### config.mk
export PLATFORM = sky130hd
export DESIGN_NAME = cycle_sequencer_flat
export DESIGN_NICKNAME = d
export VERILOG_FILES = /design/src/rtl/cycle_sequencer_pkg.sv /design/src/rtl/cycle_sequencer_if.sv /design/src/rtl/cycle_sequencer_wait_timer.sv /design/src/rtl/cycle_sequencer.sv /design/src/flat_wrapper.sv
export SDC_FILE = /design/constraint.sdc
export NUM_CORES = 1
export LEC_CHECK = 0
export CAP_MARGIN = 15
export CORE_MARGIN = 1
export CORE_UTILIZATION = 50
export DETAILED_ROUTE_END_ITERATION = 6
export PLACE_DENSITY = 0.86
export SETUP_SLACK_MARGIN = 0.05
export SYNTH_ARGS = -nofsm -noshare
export SYNTH_HDL_FRONTEND = slang
export SYNTH_HIERARCHICAL = 1
export SYNTH_SLANG_ARGS = --single-unit
### constraint.sdc
create_clock -name clock -period 4.59 [get_ports clock]
set_input_delay 0.459 -clock clock [delete_from_list [all_inputs] [get_ports clock]]
set_output_delay 0.459 -clock clock [all_outputs]
set_load 0.1 [all_outputs]
### src/rtl/cycle_sequencer_pkg.sv
// Shared processor package: sequencer state encoding and default limits.
package cycle_sequencer_pkg;

  typedef enum logic [1:0] {
    FETCH    = 2'd0,
    EXEC     = 2'd1,
    MEM_WAIT = 2'd2,
    HALT     = 2'd3
  } state_t;

  localparam int MAX_WAIT_DEFAULT = 15;
  localparam int COUNT_W          = 8;

endpackage

### src/rtl/cycle_sequencer_if.sv
// Control/status bundle between the cycle sequencer and the datapath around it.
interface cycle_sequencer_if;
  import cycle_sequencer_pkg::*;

  logic               run_en;
  logic               step_req;
  logic               resume;
  logic               mem_access;
  logic               mem_ready;
  logic               halt_instr;
  logic               phase;
  logic               fetch_en;
  logic               exec_en;
  logic               mem_req;
  logic               halted;
  logic               bus_error;
  logic [COUNT_W-1:0] instr_count;

  // master: the sequencer itself; slave: the datapath/memory side driving it
  modport master (
    input  run_en, step_req, resume, mem_access, mem_ready, halt_instr,
    output phase, fetch_en, exec_en, mem_req, halted, bus_error, instr_count
  );

  modport slave (
    output run_en, step_req, resume, mem_access, mem_ready, halt_instr,
    input  phase, fetch_en, exec_en, mem_req, halted, bus_error, instr_count
  );

endinterface

### src/rtl/cycle_sequencer_wait_timer.sv
// Memory wait-state timer: counts MEM_WAIT cycles, flags the cycle on which the limit is reached.
module wait_timer
  import cycle_sequencer_pkg::*;
#(
  parameter int MAX_WAIT = MAX_WAIT_DEFAULT
) (
  input  logic       clk_i,
  input  logic       rst_ni,
  input  logic       clear_i,
  input  logic       en_i,
  output logic [3:0] count_o,
  output logic       expired_o
);

  // The count reaches MAX_WAIT at the end of the cycle in which it equals MAX_WAIT-1.
  localparam logic [3:0] LAST = 4'(MAX_WAIT - 1);

  logic [3:0] count_q, count_d;

  always_comb begin
    count_d = count_q;
    if (clear_i) begin
      count_d = 4'd0;
    end else if (en_i) begin
      count_d = count_q + 4'd1;
    end
  end

  always_ff @(posedge clk_i or negedge rst_ni) begin
    if (!rst_ni) begin
      count_q <= 4'd0;
    end else begin
      count_q <= count_d;
    end
  end

  assign count_o   = count_q;
  assign expired_o = en_i && (count_q == LAST);

endmodule

### src/rtl/cycle_sequencer.sv
// Fetch/execute cycle sequencer with memory wait states, timeout-to-halt and single-step.
module cycle_sequencer
  import cycle_sequencer_pkg::*;
#(
  parameter int MAX_WAIT = MAX_WAIT_DEFAULT
) (
  input  logic              clock,
  input  logic              reset,
  cycle_sequencer_if.master bus
);

  state_t             state_q, state_d;
  logic               bus_error_q, bus_error_d;
  logic [COUNT_W-1:0] instr_count_q, instr_count_d;
  logic               fetch_en, exec_en, mem_req;
  logic               wait_en, wait_clear, wait_expired;
  logic [3:0]         wait_cnt;
  logic               unused_wait_cnt;

  assign wait_en         = (state_q == MEM_WAIT);
  assign wait_clear      = !wait_en;
  assign unused_wait_cnt = ^wait_cnt;

  wait_timer #(.MAX_WAIT(MAX_WAIT)) u_wait_timer (
    .clk_i     (clock),
    .rst_ni    (reset),
    .clear_i   (wait_clear),
    .en_i      (wait_en),
    .count_o   (wait_cnt),
    .expired_o (wait_expired)
  );

  always_comb begin
    state_d     = state_q;
    bus_error_d = bus_error_q;
    fetch_en    = 1'b0;
    exec_en     = 1'b0;
    mem_req     = 1'b0;
    unique case (state_q)
      FETCH: begin
        // Gated by reset so no load enable escapes while the sequencer is held.
        if (reset && (bus.run_en || bus.step_req)) begin
          fetch_en = 1'b1;
          state_d  = EXEC;
        end
      end
      EXEC: begin
        if (bus.halt_instr) begin
          state_d = HALT;
        end else if (!bus.mem_access) begin
          exec_en = 1'b1;
          state_d = FETCH;
        end else begin
          mem_req = 1'b1;
          if (bus.mem_ready) begin
            exec_en = 1'b1;
            state_d = FETCH;
          end else begin
            state_d = MEM_WAIT;
          end
        end
      end
      MEM_WAIT: begin
        mem_req = 1'b1;
        if (bus.mem_ready) begin
          exec_en = 1'b1;
          state_d = FETCH;
        end else if (wait_expired) begin
          bus_error_d = 1'b1;
          state_d     = HALT;
        end
      end
      HALT: begin
        if (bus.resume) begin
          bus_error_d = 1'b0;
          state_d     = FETCH;
        end
      end
      default: state_d = FETCH;
    endcase
  end

  assign instr_count_d = instr_count_q + COUNT_W'(exec_en);

  always_ff @(posedge clock or negedge reset) begin
    if (!reset) begin
      state_q       <= FETCH;
      bus_error_q   <= 1'b0;
      instr_count_q <= '0;
    end else begin
      state_q       <= state_d;
      bus_error_q   <= bus_error_d;
      instr_count_q <= instr_count_d;
    end
  end

  assign bus.phase       = (state_q != FETCH);
  assign bus.halted      = (state_q == HALT);
  assign bus.fetch_en    = fetch_en;
  assign bus.exec_en     = exec_en;
  assign bus.mem_req     = mem_req;
  assign bus.bus_error   = bus_error_q;
  assign bus.instr_count = instr_count_q;

endmodule
### src/flat_wrapper.sv
// flat-port wrapper written by rule: the top's interface ports become plain ports
module cycle_sequencer_flat import cycle_sequencer_pkg::*;
#(
  parameter int MAX_WAIT = MAX_WAIT_DEFAULT
)
  (clock, reset, bus_run_en, bus_step_req, bus_resume, bus_mem_access, bus_mem_ready, bus_halt_instr, bus_phase, bus_fetch_en, bus_exec_en, bus_mem_req, bus_halted, bus_bus_error, bus_instr_count);
  cycle_sequencer_if bus_i ();
  input  logic clock;
  input  logic reset;
  input wire logic [$bits(bus_i.run_en)-1:0] bus_run_en;
  input wire logic [$bits(bus_i.step_req)-1:0] bus_step_req;
  input wire logic [$bits(bus_i.resume)-1:0] bus_resume;
  input wire logic [$bits(bus_i.mem_access)-1:0] bus_mem_access;
  input wire logic [$bits(bus_i.mem_ready)-1:0] bus_mem_ready;
  input wire logic [$bits(bus_i.halt_instr)-1:0] bus_halt_instr;
  output wire logic [$bits(bus_i.phase)-1:0] bus_phase;
  output wire logic [$bits(bus_i.fetch_en)-1:0] bus_fetch_en;
  output wire logic [$bits(bus_i.exec_en)-1:0] bus_exec_en;
  output wire logic [$bits(bus_i.mem_req)-1:0] bus_mem_req;
  output wire logic [$bits(bus_i.halted)-1:0] bus_halted;
  output wire logic [$bits(bus_i.bus_error)-1:0] bus_bus_error;
  output wire logic [$bits(bus_i.instr_count)-1:0] bus_instr_count;
  assign bus_i.run_en = bus_run_en;
  assign bus_i.step_req = bus_step_req;
  assign bus_i.resume = bus_resume;
  assign bus_i.mem_access = bus_mem_access;
  assign bus_i.mem_ready = bus_mem_ready;
  assign bus_i.halt_instr = bus_halt_instr;
  assign bus_phase = bus_i.phase;
  assign bus_fetch_en = bus_i.fetch_en;
  assign bus_exec_en = bus_i.exec_en;
  assign bus_mem_req = bus_i.mem_req;
  assign bus_halted = bus_i.halted;
  assign bus_bus_error = bus_i.bus_error;
  assign bus_instr_count = bus_i.instr_count;
  cycle_sequencer #(.MAX_WAIT(MAX_WAIT)) u_core (.clock(clock), .reset(reset), .bus(bus_i));
endmodule
==> impl_metrics.csv <==
group,metric,value,unit
cells_and_area,ff_latch_area,375,um2
clock_tree,cts_hold_buf,0,
setup_path,cp_cell_sequence,"inv_1 -> ha_1 -> nor2b_1 -> o21ai_0 -> a21boi_0 -> clkdlybuf4s50_1",
clock_tree,clock_latency,0.28,ns
floorplan,io_pins,22,
sta,max_freq,311,MHz
logic_synthesis,syn_inst,80,
clock_tree,cts_root_buffer,"clkbuf_4",
logic_synthesis,synth-simple-area-share,19.7,%
logic_synthesis,ys_top_cells_by_count,"15 x dfrtp_1, 8 x ha_1, 7 x inv_1",
logic_synthesis,synth_most_common_cell,"dfrtp_1",
sta,slew_headroom,34.4,%
sta,hold_viol,0,
setup_path,crit_arrival,2.76,ns
routing,wirelength,1.63,mm
sta,worst_pin_slew,0.982,ns
floorplan,core_region_area,0.00154,mm2
routing,vias,668,
clock_tree,cts_buffers,3,
logic_synthesis,synth-compound-area-share,12.4,%
floorplan,die-height,43.3,um
power_and_ir_drop,p_sw_share,56.5,%
clock_tree,tritoncts,"built",
setup_path,critPathRequiredTime,4.13,ns
global_route,grt_start_max_net_pins,17,
logic_synthesis,synth_warnings,6,
sta,whs,0.474,ns
power_and_ir_drop,combPwrFrac,64.0,%
setup_path,critPathMaxFanout,3,
power_and_ir_drop,power.density,644,mW/mm2
cells_and_area,fin_nets,123,
logic_synthesis,synth_xor_xnor_area_share,7.21,%
routing,ant_nets,0,
logic_synthesis,ys_top_cells_by_area,"dfrtp_1 44%, ha_1 12%, xnor2_1 6.2%",
logic_synthesis,synthAdderAreaFrac,11.8,%
cells_and_area,syn2layout_area_growth,31.2,%
sta,setup_viol,0,
logic_synthesis,yosys.area.top_type_share,44.1,%
sta,rsz0062_at_grt,"no",
routing,via_per_inst,5.48,
floorplan,die_area,0.00187,mm2
clock_tree,cts_buffer_depth,2,
logic_synthesis,yosysUniqueCellTypes,27,
power_and_ir_drop,power.leakage,0.496,nW
run_status,status,"finished clean",
power_and_ir_drop,p_sw,0.406,mW
logic_synthesis,async_flop_share,100,%
sta,skew,0.00831,ns
global_route,grt_pass1_wl,2.88,mm
placed_design,dp_hpwl,1.29,mm
setup_path,end_kind,"output port",
floorplan,rows,14,
logic_synthesis,ys_seq_area_share,44.1,%
clock_tree,ctsResizeCount,0,
sta,period_share,70.2,%
sta,fin_crit,3.22,ns
logic_synthesis,syn_area,851,um2
floorplan,start_util,55.2,%
global_route,grt_usage,20.8,%
power_and_ir_drop,pwr-share-clk,10.2,%
cells_and_area,n_antenna_cell,0,
routing,route.detailed.drc,0,
routing,drt_iter0_drc,4,
setup_path,max_stage_delay,1.20,ns
routing,drtPass1Iterations,4,
cells_and_area,num-fill-cells,119,
setup_path,worstSetupPathType,"reg2out",
logic_synthesis,synth_nets,96,
clock_tree,post_cts_buffers,0,
clock_tree,clk_pin_slew_worst_paths,0.09,ns
setup_path,crit_slowest_cell,"clkdlybuf4s50_1",
logic_synthesis,avgSynthCellArea,10.6,um2
sta,finalSetupTns,0,ns
floorplan,chipWidth,43.3,um
global_route,grt-ovfl-total,0,
global_route,antenna_found_initial,0,
placed_design,place_congestion,0.836,
logic_synthesis,ys_ff_latch,15,
setup_path,critPathLaunchType,"register",
routing,post_drt_wl_per_cell,13.4,um
logic_synthesis,synth_top_family_by_area,"simple AND/OR/NAND/NOR gates",
power_and_ir_drop,vdd_drop_max,0.000426,V
power_and_ir_drop,p_int,0.313,mW
global_route,grt_pass1_vias,722,
sta,drv_slew,0,
cells_and_area,layout-drive-gt1-share,9.43,%
clock_tree,cts_num_sinks,15,
power_and_ir_drop,p_seq_share,25.8,%
logic_synthesis,synth_area_leader_cell,"dfrtp_1",
run,maxCapViolCount,0,
logic_synthesis,synth_edf_count,0,
logic_synthesis,ys.flop_type,"dfrtp_1",
placed_design,io_buffers,21,
logic_synthesis,synthMuxAreaShare,1.76,%
cells_and_area,multi_input_area,449,um2
min_path,hp-class,"in2async",
clock_tree,h-tree-depth,1,
[final cells by class]
cell class / instances / share of cell area [%]
Tap cell: 16 / 1.79
Timing Repair Buffer: 22 / 19.5
Clock buffer: 3 / 2.02
Clock inverter: 1 / 0.448
Multi-Input combinational cell: 58 / 40.2
Inverter: 7 / 2.35
Sequential cell: 15 / 33.6
[placed cells by master, fill, tap and decap left out, drive strengths merged, types with 2 or more instances in the layout]
cell           Yosys  final
nand2b             4      4
clkbuf             0      3
nor3b              2      2
o21ai              2      2
nand4              2      2
ha                 8      8
dfrtp             15     15
nor2b              3      3
and3               2      2
a21oi              4      4
xnor2              6      6
nand2              5      5
nand3              5      5
inv                7      7
nor2               3      3
clkdlybuf4s50      0     21
[sequential cells by signal (all words and copies together) (netlist names)]
register	count
u_core/state_q	2
u_core/u_wait_timer/count_o	4
u_core/bus.bus_error	1
u_core/bus.instr_count	8
[per-layer routing]
layer / vias up / track usage (%) / routed length [um]
met5: - / 0 / 0
met2: 22 / 34.9 / 772
met3: 4 / 4.68 / 109
met4: 0 / 11.5 / 38
li1: 328 / - / -
met1: 314 / 24.1 / 714
[per-stage QoR]
step           utilization (%)  power [mW]  std cells  instance area (um2)  setup WS [ns]
5_1_grt                   72.4       0.758        122                 1120           1.14
6_report                  72.4       0.719        122                 1120           1.37
2_1_floorplan                -       0.542         80                  851          0.346
3_5_place_dp              70.6       0.649        118                 1090           1.49
4_1_cts                   72.4       0.725        122                 1120           1.36
3_3_place_gp              70.6       0.639        118                 1090           1.52
[kinds of logic (layout without fill, tap and decap cells)]
| logic type | count (synthesis) | after routing |
|---|---|---|
| and+or+nand+nor | 29 | 29 |
| buffers and inverters | 7 | 33 |
| adders and majority gates | 8 | 8 |
| AOI/OAI and AO/OA | 13 | 13 |
| muxes | 1 | 1 |
| xor gates and xnor gates | 7 | 7 |
| DFF | 15 | 15 |
[critical path, delay by kind of cell, from the launching register on]
family | cells | cell delay (ns)
fa+ha+maj | 1 | 0.19
simple gates | 1 | 0.18
buf+inv | 2 | 1.31
flops | 1 | 0.40
compound gates | 2 | 0.40
[path summary, 6_finish.rpt]
check / from / to / slack, ns / depth (start not counted)
setup / recovery: u_core/state_q[1] / bus_exec_en / 1.37 / 6
hold / removal: reset / u_core/bus.instr_count[4] / 0.47 / 2
setup reg to reg: u_core/state_q[1] / u_core/bus.instr_count[6] / 2.43 / 9
hold reg to reg: u_core/bus.instr_count[7] / u_core/bus.instr_count[7] / 0.47 / 1
max in group asynchronous: reset / u_core/state_q[0] / 3.93 / 2
min in group clock: u_core/bus.instr_count[7] / u_core/bus.instr_count[7] / 0.47 / 1
[power groups by stage]
stage	combinational, mW	clock (mW)	sequential [mW]
final	0.460	0.0735	0.185
after global routing	0.485	0.0832	0.189
after CTS	0.462	0.0775	0.186
after detailed placement	0.461	0	0.188
after global placement	0.453	0	0.186
after floorplan	0.235	0	0.307
Power figures use the tool's default switching activity.
